[config.mk]
export PLATFORM = sky130hd
export DESIGN_NAME = i_cache_assoc
export DESIGN_NICKNAME = d
export VERILOG_FILES = /design/src/rtl/icache_pkg.sv /design/src/rtl/i_cache_assoc_plru_tree.sv /design/src/rtl/i_cache_assoc.sv
export SDC_FILE = /design/constraint.sdc
export NUM_CORES = 2
export LEC_CHECK = 0
export ABC_AREA = 1
export BUFFER_PORTS_ARGS = -buffer_cell sky130_fd_sc_hd__buf_2
export CELL_PAD_IN_SITES_DETAIL_PLACEMENT = 0
export CELL_PAD_IN_SITES_GLOBAL_PLACEMENT = 2
export CORE_MARGIN = 8
export CORE_UTILIZATION = 38
export CTS_CLUSTER_DIAMETER = 40
export DETAILED_ROUTE_END_ITERATION = 6
export HOLD_SLACK_MARGIN = 0.06
export MAX_ROUTING_LAYER = met4
export PLACE_DENSITY_LB_ADDON = 0.1
export REMOVE_ABC_BUFFERS = 1
export SETUP_SLACK_MARGIN = 0.1
export SLEW_MARGIN = 20
export SYNTH_ARGS = -nofsm -noshare
export SYNTH_HDL_FRONTEND = slang
export SYNTH_HIERARCHICAL = 1
export SYNTH_MEMORY_MAX_BITS = 65536
export SYNTH_SLANG_ARGS = --single-unit
[constraint.sdc]
create_clock -name clk -period 26.6 [get_ports clk]
set_input_delay 3.99 -clock clk [delete_from_list [all_inputs] [get_ports clk]]
set_output_delay 3.99 -clock clk [all_outputs]
set_load 0.02 [all_outputs]
[src/rtl/icache_pkg.sv]
// Shared types and width helpers for the set-associative instruction cache.
// Latency: n/a (types and constant functions only).
// Backpressure: n/a.
package icache_pkg;

   // Controller states: IDLE serves lookups, FETCH waits for a line from main memory.
   typedef enum logic {
      IDLE  = 1'b0,
      FETCH = 1'b1
   } state_t;

   // Byte-offset width inside one line.
   function automatic int offset_w(input int line_bits);
      return $clog2(line_bits / 8);
   endfunction

   // Set-index width.
   function automatic int index_w(input int sets);
      return $clog2(sets);
   endfunction

   // Tag width: whatever remains of the 32-bit address above index and offset.
   function automatic int tag_w(input int sets, input int line_bits);
      return 32 - offset_w(line_bits) - index_w(sets);
   endfunction

   // Width of a way number; kept at least 1 so direct-mapped builds still elaborate.
   function automatic int way_w(input int ways);
      return (ways > 1) ? $clog2(ways) : 1;
   endfunction

   // Tree-PLRU state bits per set (WAYS-1), kept at least 1 for the same reason.
   function automatic int plru_w(input int ways);
      return (ways > 1) ? ways - 1 : 1;
   endfunction

endpackage

[src/rtl/i_cache_assoc_plru_tree.sv]
// Tree pseudo-LRU for one set: victim choice and update-on-access.
// Latency: purely combinational.
// Backpressure: none.
// Ports: bits_in    - current PLRU bits of the set
//        access_way - way being touched (hit or fill)
//        victim     - way the tree points at as least recently used
//        bits_upd   - PLRU bits after marking access_way most recently used
module plru_tree
   import icache_pkg::*;
#(
   parameter int WAYS = 2
) (
   input  logic [plru_w(WAYS)-1:0] bits_in,
   input  logic [way_w(WAYS)-1:0]  access_way,
   output logic [way_w(WAYS)-1:0]  victim,
   output logic [plru_w(WAYS)-1:0] bits_upd
);

   // Each node bit points toward the less recently used subtree (0 = lower half).
   generate
      if (WAYS == 4) begin : g_w4
         // bit0 = root, bit1 = node over ways 0/1, bit2 = node over ways 2/3
         always_comb begin
            victim   = bits_in[0] ? {1'b1, bits_in[2]} : {1'b0, bits_in[1]};
            bits_upd = bits_in;
            bits_upd[0] = ~access_way[1];
            if (access_way[1]) begin
               bits_upd[2] = ~access_way[0];
            end else begin
               bits_upd[1] = ~access_way[0];
            end
         end
      end else if (WAYS == 2) begin : g_w2
         always_comb begin
            victim   = bits_in;
            bits_upd = ~access_way;
         end
      end else begin : g_w1
         logic unused_access;
         assign unused_access = ^access_way;
         assign victim        = '0;
         assign bits_upd      = bits_in;
      end
   endgenerate

endmodule

[src/rtl/i_cache_assoc.sv]
// Set-associative read-only instruction cache with tree-PLRU replacement and fence.i flush.
// Latency: hit is combinational (same cycle); a miss costs one cycle to FETCH plus the memory time.
// Backpressure: requester holds cache_read/addr until hit; memory side completes with mmem_status.
// Ports: clk, rst_n (sync, active-high reset)
//        cache_read/addr/flush          - fetch request, byte address, invalidate-all pulse
//        mmem_r/mmem_addr               - line read request to main memory
//        mmem_status/mmem_out           - line returned by main memory
//        cache_out/hit                  - selected instruction word and its valid flag
module i_cache_assoc
   import icache_pkg::*;
#(
   parameter int WAYS      = 2,
   parameter int SETS      = 8,
   parameter int LINE_BITS = 256
) (
   input  logic                 clk,
   input  logic                 rst_n,
   input  logic                 cache_read,
   input  logic [31:0]          addr,
   input  logic                 flush,
   output logic                 mmem_r,
   output logic [31:0]          mmem_addr,
   input  logic                 mmem_status,
   input  logic [LINE_BITS-1:0] mmem_out,
   output logic [31:0]          cache_out,
   output logic                 hit
);

   localparam int OFF_W  = offset_w(LINE_BITS);
   localparam int IDX_W  = index_w(SETS);
   localparam int TAG_W  = tag_w(SETS, LINE_BITS);
   localparam int WW     = way_w(WAYS);
   localparam int PW     = plru_w(WAYS);
   localparam int WSEL_W = OFF_W - 2;

   // ---------------- address split ----------------
   logic [IDX_W-1:0]  a_idx;
   logic [TAG_W-1:0]  a_tag;
   logic [WSEL_W-1:0] a_word;
   logic              unused_addr_lsb;

   assign a_idx  = addr[OFF_W +: IDX_W];
   assign a_tag  = addr[31 -: TAG_W];
   assign a_word = addr[2 +: WSEL_W];
   // Instruction fetch is word granular; the byte lane bits carry no information.
   assign unused_addr_lsb = ^addr[1:0];

   // ---------------- state ----------------
   state_t                     state_q, state_d;
   logic [WAYS-1:0][SETS-1:0]  valid_q, valid_d;
   logic [PW-1:0]              plru_q [SETS];
   logic [PW-1:0]              plru_d [SETS];
   logic [IDX_W-1:0]           idx_q, idx_d;
   logic [TAG_W-1:0]           tag_q, tag_d;
   logic [WW-1:0]              victim_q, victim_d;
   logic                       flush_pend_q, flush_pend_d;

   logic [WAYS-1:0]            fill_we;
   logic [TAG_W-1:0]           rd_tag  [WAYS];
   logic [LINE_BITS-1:0]       rd_line [WAYS];

   // ---------------- tag/data arrays: one write port per way ----------------
   // Contents are qualified by valid_q, so these flops carry no reset.
   generate
      for (genvar w = 0; w < WAYS; w++) begin : g_way
         logic [TAG_W-1:0]     tag_mem  [SETS];
         logic [LINE_BITS-1:0] data_mem [SETS];

         always_ff @(posedge clk) begin
            if (fill_we[w]) begin
               tag_mem[idx_q]  <= tag_q;
               data_mem[idx_q] <= mmem_out;
            end
         end

         assign rd_tag[w]  = tag_mem[a_idx];
         assign rd_line[w] = data_mem[a_idx];
      end
   endgenerate

   // ---------------- lookup ----------------
   logic [WAYS-1:0]      match;
   logic                 any_match;
   logic [WW-1:0]        hit_way;
   logic [LINE_BITS-1:0] hit_line;

   always_comb begin
      match    = '0;
      hit_way  = '0;
      hit_line = '0;
      for (int w = 0; w < WAYS; w++) begin
         match[w] = valid_q[w][a_idx] && (rd_tag[w] == a_tag);
         // Fills never duplicate a tag within a set, so OR-merging is a clean mux.
         if (match[w]) begin
            hit_way  = WW'(w);
            hit_line = hit_line | rd_line[w];
         end
      end
   end

   assign any_match = |match;
   // A flush cycle never reports a hit: the line is being invalidated at this edge.
   assign hit       = cache_read && (state_q == IDLE) && any_match && !flush;
   assign cache_out = hit ? hit_line[{a_word, 5'b00000} +: 32] : 32'd0;

   // ---------------- victim selection ----------------
   logic          inv_found;
   logic [WW-1:0] inv_way;
   logic [WW-1:0] plru_victim;
   logic [WW-1:0] new_victim;

   always_comb begin
      inv_found = 1'b0;
      inv_way   = '0;
      // Walk downward so the lowest-numbered invalid way wins.
      for (int w = WAYS - 1; w >= 0; w--) begin
         if (!valid_q[w][a_idx]) begin
            inv_found = 1'b1;
            inv_way   = WW'(w);
         end
      end
   end

   assign new_victim = inv_found ? inv_way : plru_victim;

   // One PLRU evaluator is enough: hits only update in IDLE, fills only in FETCH.
   logic [IDX_W-1:0] plru_idx;
   logic [WW-1:0]    plru_way;
   logic [PW-1:0]    plru_upd;

   assign plru_idx = (state_q == FETCH) ? idx_q    : a_idx;
   assign plru_way = (state_q == FETCH) ? victim_q : hit_way;

   plru_tree #(.WAYS(WAYS)) u_plru (
      .bits_in    (plru_q[plru_idx]),
      .access_way (plru_way),
      .victim     (plru_victim),
      .bits_upd   (plru_upd)
   );

   // ---------------- next state / outputs ----------------
   always_comb begin
      state_d      = state_q;
      valid_d      = valid_q;
      plru_d       = plru_q;
      idx_d        = idx_q;
      tag_d        = tag_q;
      victim_d     = victim_q;
      flush_pend_d = flush_pend_q;
      fill_we      = '0;
      mmem_r       = 1'b0;
      mmem_addr    = 32'd0;

      case (state_q)
         IDLE: begin
            if (flush) begin
               // Invalidate now; a pending request simply misses next cycle.
               valid_d = '0;
            end else if (hit) begin
               plru_d[a_idx] = plru_upd;
            end else if (cache_read && !any_match) begin
               state_d  = FETCH;
               idx_d    = a_idx;
               tag_d    = a_tag;
               victim_d = new_victim;
            end
         end

         FETCH: begin
            mmem_r    = 1'b1;
            mmem_addr = {tag_q, idx_q, {OFF_W{1'b0}}};
            if (flush) begin
               flush_pend_d = 1'b1;
            end
            // The fill completes even if the requester has dropped cache_read.
            if (mmem_status) begin
               for (int w = 0; w < WAYS; w++) begin
                  fill_we[w] = (victim_q == WW'(w));
                  if (victim_q == WW'(w)) begin
                     valid_d[w][idx_q] = 1'b1;
                  end
               end
               plru_d[idx_q] = plru_upd;
               state_d       = IDLE;
               // A flush seen during the fetch (or on this very edge) also kills the new line.
               if (flush_pend_q || flush) begin
                  valid_d      = '0;
                  flush_pend_d = 1'b0;
               end
            end
         end

         default: begin
            state_d = IDLE;
         end
      endcase
   end

   always_ff @(posedge clk) begin
      if (rst_n) begin
         state_q      <= IDLE;
         valid_q      <= '0;
         for (int s = 0; s < SETS; s++) begin
            plru_q[s] <= '0;
         end
         idx_q        <= '0;
         tag_q        <= '0;
         victim_q     <= '0;
         flush_pend_q <= 1'b0;
      end else begin
         state_q      <= state_d;
         valid_q      <= valid_d;
         plru_q       <= plru_d;
         idx_q        <= idx_d;
         tag_q        <= tag_d;
         victim_q     <= victim_d;
         flush_pend_q <= flush_pend_d;
      end
   end

endmodule

[Word level (Yosys, flattened, before mapping)]
Memories as Yosys holds them, arrays and structs flattened.
Cells that the tools add are included.
Word-level totals
  output and inout bits: 66
  bits in writable memories: 4480
  bits of input ports: 293
  bits in latches: 0
  word-level logic and storage cells: 115
  memories: 4
  memory bits (read-only): 0
  flip-flop bits (word level): 54
Memory list
  g_way[0].data_mem: depth 8, width 256, read ports 1, clocked after Yosys merged registers in 0, wr ports 1, RTL line i_cache_assoc.sv:67  | logic [LINE_BITS-1:0] data_mem [SETS];
  g_way[1].data_mem: depth 8, width 256, read ports 1, clocked after Yosys merged registers in 0, wr ports 1, RTL line i_cache_assoc.sv:67
  g_way[0].tag_mem: depth 8, width 24, read ports 1, clocked after Yosys merged registers in 0, wr ports 1, RTL line i_cache_assoc.sv:66  | logic [TAG_W-1:0] tag_mem [SETS];
  g_way[1].tag_mem: depth 8, width 24, read ports 1, clocked after Yosys merged registers in 0, wr ports 1, RTL line i_cache_assoc.sv:66
Operators by class
  bitwise operators: 11
  shifts and indexed selects: 1
  equality and inequality tests: 8
  divide/modulo/power cells: 0
  multiplexer cells: 51
  reduce and logical (&&, ||, !) cells: 17
  add/subtract/negate cells: 0
  multiply operators: 0
  $lt $le $gt $ge: 8
Operators by type and width (number)
  2-to-1 mux 256 bit: 2
  bitwise OR 256 bit: 1
  variable part select 256 x 9 -> 32 bit: 1
  2-to-1 mux 32 bit: 2
  == test 24 bit: 2
  2-to-1 mux 16 bit: 3
  2-to-1 mux 8 bit: 5
  case mux 16 bit (2 select lines): 1
  2-to-1 mux 1 bit: 25
  bitwise mux 8 bit: 2
  bitwise OR 8 bit: 2
  case mux 8 bit (2 select lines): 1
  greater-or-equal comparator 4 bit, second input constant: 3
  inverter 3 -> 4 bit: 3
  binary-select mux 1 bit (select 3 bit): 3
  demux 1 bit (select 3 bit): 3
  logical AND 1 bit: 9
  AND reduction 3 bit: 3
  less-than comparator 3 x 4 -> 1 bit, second input constant: 2
  less-than comparator 4 x 1 -> 1 bit, second input constant: 2
  inequality test 2 bit, second input constant: 4
  inverter 1 bit: 5
  2-to-1 mux 2 bit: 2
  AND reduction 4 bit: 1
  other kinds (8): 9

[Depth between registers and ports, before layout]
  depth after elaboration: 10
  depth in mapped cells: 25

[Cells and area by module]
The synthesis kept the hierarchy.
By module, submodules not included
  i_cache_assoc: cells each 12065, times used 1, area an instance 171725.9 µm²
  plru_tree: cells each 2, times used 1, area an instance 11.3 µm²

[Least setup slack after synthesis]
No wires, ideal clock.
  path type: input -> register
  start point: input port mmem_status
  end point: memory g_way[1].data_mem[1][0], enable pin
  stages on the path: 2
  setup time: 0.926 ns
  buffers on the path: 0
  arrival time: 15.844 ns
  slack: 9.829 ns
  data required time: 25.674 ns
  cell sequence: nand3_1 -> nor2_1
Between the ends
  longest elaborated chain between the ends: 4
Ends and longest elaborated chain
  start: declaration: RTL line i_cache_assoc.sv:23  | input logic mmem_status,
  2-to-1 mux 2 bit: RTL line i_cache_assoc.sv:176  | if (mmem_status) begin
  2-to-1 mux 2 bit: RTL line i_cache_assoc.sv:154  | case (state_q)
  2-to-1 mux 1 bit: RTL line i_cache_assoc.sv:70  | if (fill_we[w]) begin
  2-to-1 mux 1 bit (not written as such): RTL line i_cache_assoc.sv:72  | data_mem[idx_q] <= mmem_out;
  end: declaration: RTL line i_cache_assoc.sv:67
No other way between the ends.

[Worst setup path in the final report]
  start point: input port addr[6]
  end point: output port cache_out[14]
Between the ends
  longest elaborated chain between the ends: 8
Ends and longest elaborated chain
  start: declaration: RTL line i_cache_assoc.sv:19  | input logic [31:0] addr,
  memory read (8 x 24 bit) / binary-select mux 1 bit (select 3 bit) (equally long branches)
  == test 24 bit / 2-to-1 mux 1 bit (equally long branches): RTL line i_cache_assoc.sv:92  | match[w] = valid_q[w][a_idx] && (rd_tag[w] == a_tag);
  logical AND 1 bit: RTL line i_cache_assoc.sv:92
  2-to-1 mux 256 bit: RTL line i_cache_assoc.sv:94  | if (match[w]) begin
  bitwise OR 256 bit: RTL line i_cache_assoc.sv:96  | hit_line = hit_line | rd_line[w];
  2-to-1 mux 256 bit: RTL line i_cache_assoc.sv:94
  variable part select 256 x 9 -> 32 bit: RTL line i_cache_assoc.sv:104  | assign cache_out = hit ? hit_line[{a_word, 5'b00000} +: 32] : 32'd0;
  2-to-1 mux 32 bit (*): RTL line i_cache_assoc.sv:104
  end: declaration: RTL line i_cache_assoc.sv:25  | output logic [31:0] cache_out,
Mark *: on every way between the ends. The rest lies on a longest branch, timed or not. The select of a mux whose other input is x is not followed.

==> impl_results.md <==
* Status: complete, no violations
* Ys Warns at 6
* Vias at between 100k and 150k
* Worst-skew pair later-pin latency at roughly 1.1 ns
* Worst Skew at around 0.05 ns
* RSZ-0062 raised after global routing: no
* CTS tree: yes
* Grt total ovfl at 0
* WS Path Type: input pin to output port
* Post-Syn Instances at about 12k
* Core Box Area at around 450000 um2
* Die Wd at just under 700 um
* Cts hold-fix bufs at 0
* Hold path depth at 2
* Final wirelength at 620000 um
* Synth cell count leaders: 4480 x edfxtp_1, 2260 x nand2_1, 1054 x nand3_1, 953 x nor2_1, 477 x o22ai_1
* Max frequency at 0.0627 GHz
* CP Launch Type: input pin
* Relative slew slack at 0.213
* HP Start: valid_q[0]
* Routed WL per cell at around 32 um
* Distinct cells, synth at between 40 and 50
* Non-filler cells in the finished layout at around 19k
* Via-to-Cell Ratio at roughly 5.6
* Crit end category: output port
* Crit path DAT at roughly 12 ns
* Req. time, crit path at about 23 ns
* Placed instance area at roughly 180000 um2
* Root buffer selected by CTS: clkbuf_16
* Dpl ws at between 10 and 15 ns
* Worst Max-Slew Pin Slew at approximately 1.2 ns
* Max FO, Critical Path at 72
* Drc violations at 0
* First-pass GRT wire length at between 800000 and 900000 um
* Post-synthesis sequential area ratio at 0.790
* Nets@finish at 12.9k
* Synth top area share at 0.783
* Setup repair bufs after CTS at 0
* Predominant post-synthesis flop cell: edfxtp_1
* Floorplan row count at around 250
* FFs w/ async S/R, synth at 0
* Power Density at ~85 nW/um2
* Die footprint at about 470000 um2
* Initial cell density of the core at 0.381
* Largest net degree at the start of global routing at 148
* H-tree levels at 6
* CTS sink cnt at around 4.5k
* Syn_area_per_cell at 14.2 um2
* Placed insts at 18.0k
* Vias in the first global route at 108k
* Static leakage at roughly 67 nW
* Total track usage at 0.262
* Worst vdd ir at about 75 uV
* Hold Path End: valid_q[0]
* Final setup vio count at 0
* # port buffers at 351
* Initial antenna violation count at 154
* Max-slew violation count at 0
* R2R depth at 9
* Synth Register Bits at approximately 4.5k
* Synth top area cells: edfxtp_1 78%, nand2_1 4.9%, nand3_1 3.1%, nor2_1 2.1%, o22ai_1 1.7%
* R2R Path Start: state_q
* Ports at about 360
* Min-Delay Path Class: flop to flop
* Total chip power at ~17 mW
* Post-CTS Resized at 0
* Routed Antenna Nets at 0
* MaxCap Viol Count at 0
* Count leader, synth: edfxtp_1
* Fin. Hold Viols at 0
* Initial DRC count at ~11k
* Setup ws final at about 11 ns
* Longest Clk Path Bufs at 4
* Synthesized area at 172000 um2
* TritonCTS buffer count at approximately 640
* Cell taking the most area after synthesis: edfxtp_1
* Final HPWL DP at 323000 um
* Clock slew at reported path FFs at about 0.050 ns
* Final RePlAce weighted congestion at roughly 0.8
* DRT Pass-1 Iters at 5
* R2r endpoint: g_way[0].data_mem[3][28]
* Share of cells above drive strength 1 at 0.136
* Design Area, Final at around 200000 um2
* Final Cycle Share at 0.599
* Area delta synth->final at 18.2%
* Worst Hold Slack at ~0.45 ns
* Final Critical Period at 15.94 ns
* Count of flip-flops with a built-in enable after synthesis at about 4.5k
* R2r setup slk at 19.79 ns
* Die H at 688 um
-- kinds of logic (layout without fill, tap and decap cells) --
| kind of cell | Yosys count | in the layout | share of synthesized area |
|---|---|---|---|
| other | 1 | 62 | 0.0000218 |
| XOR/XNOR | 4 | 4 | 0.000204 |
| flip-flops | 4534 | 4534 | 0.790 |
| AO/OA/AOI/OAI | 1753 | 1753 | 0.0676 |
| AND/OR/NAND/NOR | 4783 | 4783 | 0.119 |
| buffers and inverters | 992 | 2099 | 0.0234 |
-- worst max-delay path, cell delays in order --
cell	delay, ns
buf_2	0.08
buf_4	0.37
nand2_1	0.65
buf_4	0.44
nor2_4	0.38
buf_4	0.69
buf_12	0.53
nand2_1	0.11
nand2_1	0.09
nor2_1	0.09
nand2_1	0.10
nand2_1	0.05
nand2_1	0.05
nand2_1	0.08
nor2_1	0.12
nand3_1	0.14
nor2_4	0.32
buf_4	0.86
buf_4	0.80
nand2_1	0.12
nand3_1	0.10
nand3_1	0.30
nand3_1	0.31
nand2_1	0.39
nor2_1	0.31
buf_2	0.21
-- state kept, by name, summed over array words and instances (netlist names) --
signal / flops
tag_q: 24
g_way.tag_mem: 384
state_q: 1
idx_q: 3
plru_q: 8
victim_q: 1
flush_pend_q: 1
g_way.data_mem: 4096
valid_q: 16
-- power breakdown --
| group | total (mW) | internal [mW] | switching, mW | leakage, nW |
|---|---|---|---|---|
| registers | 7.90 | 7.88 | 0.0189 | 40.8 |
| clock network | 8.67 | 5.37 | 3.31 | 10.5 |
| logic | 0.665 | 0.154 | 0.511 | 15.9 |
-- cells in the final DEF, fill, tap and decap left out, types with 82 or more instances in the layout --
cell        count
buf_4         276
clkinvlp_4     82
nand4_1       113
o21ai_0       470
nand2_1      2255
edfxtp_1     4480
nor4_1        143
buf_2         347
nor3_1        153
nor2_1        935
nand3_1      1053
a221oi_1      226
a22oi_1       145
a21oi_1       109
clkinv_2       86
inv_1         251
o211ai_1       87
clkinv_1       85
o22ai_1       477
clkbuf_16     657
-- worst max path at each step --
| stage | start | end | slack (ns) | depth (start not counted) |
|---|---|---|---|---|
| 6_report | addr[6] | cache_out[14] | 10.66 | 26 |
| 3_5_place_dp | addr[6] | cache_out[14] | 10.50 | 26 |
| 5_1_grt | addr[6] | cache_out[27] | 10.36 | 26 |
| 2_1_floorplan | addr[6] | cache_out[25] | -1.37 | 12 |
| 4_1_cts | addr[6] | cache_out[14] | 10.48 | 26 |
| 3_3_place_gp | addr[6] | cache_out[14] | 10.43 | 26 |
-- area by class of cell --
type	count	area (um2)
Fill cell	39900	248000
Antenna cell	57	143
Inverter	263	1030
Clock buffer	721	16700
Timing Repair Buffer	650	4330
Multi-Input combinational cell	6545	32400
Sequential cell	4534	136000
Tap cell	5976	7480
Clock inverter	465	5300
-- layer usage --
metal / vias to the layer above / GRT usage / wire [um]
li1: 46900 / - / -
met1: 56800 / 0.349 / 268000
met2: 3963 / 0.429 / 299000
met3: 953 / 0.0369 / 38500
met4: 0 / 0.0601 / 14600
met5: - / - / 0
-- per-stage QoR --
stage	TNS, ns	util
after floorplan	-38.91	-
after global placement	0	0.401
after detailed placement	0	0.401
after CTS	0	0.450
after global routing	0	0.450
final	0	0.450
Note: power is estimated with default switching activity, not from simulation.
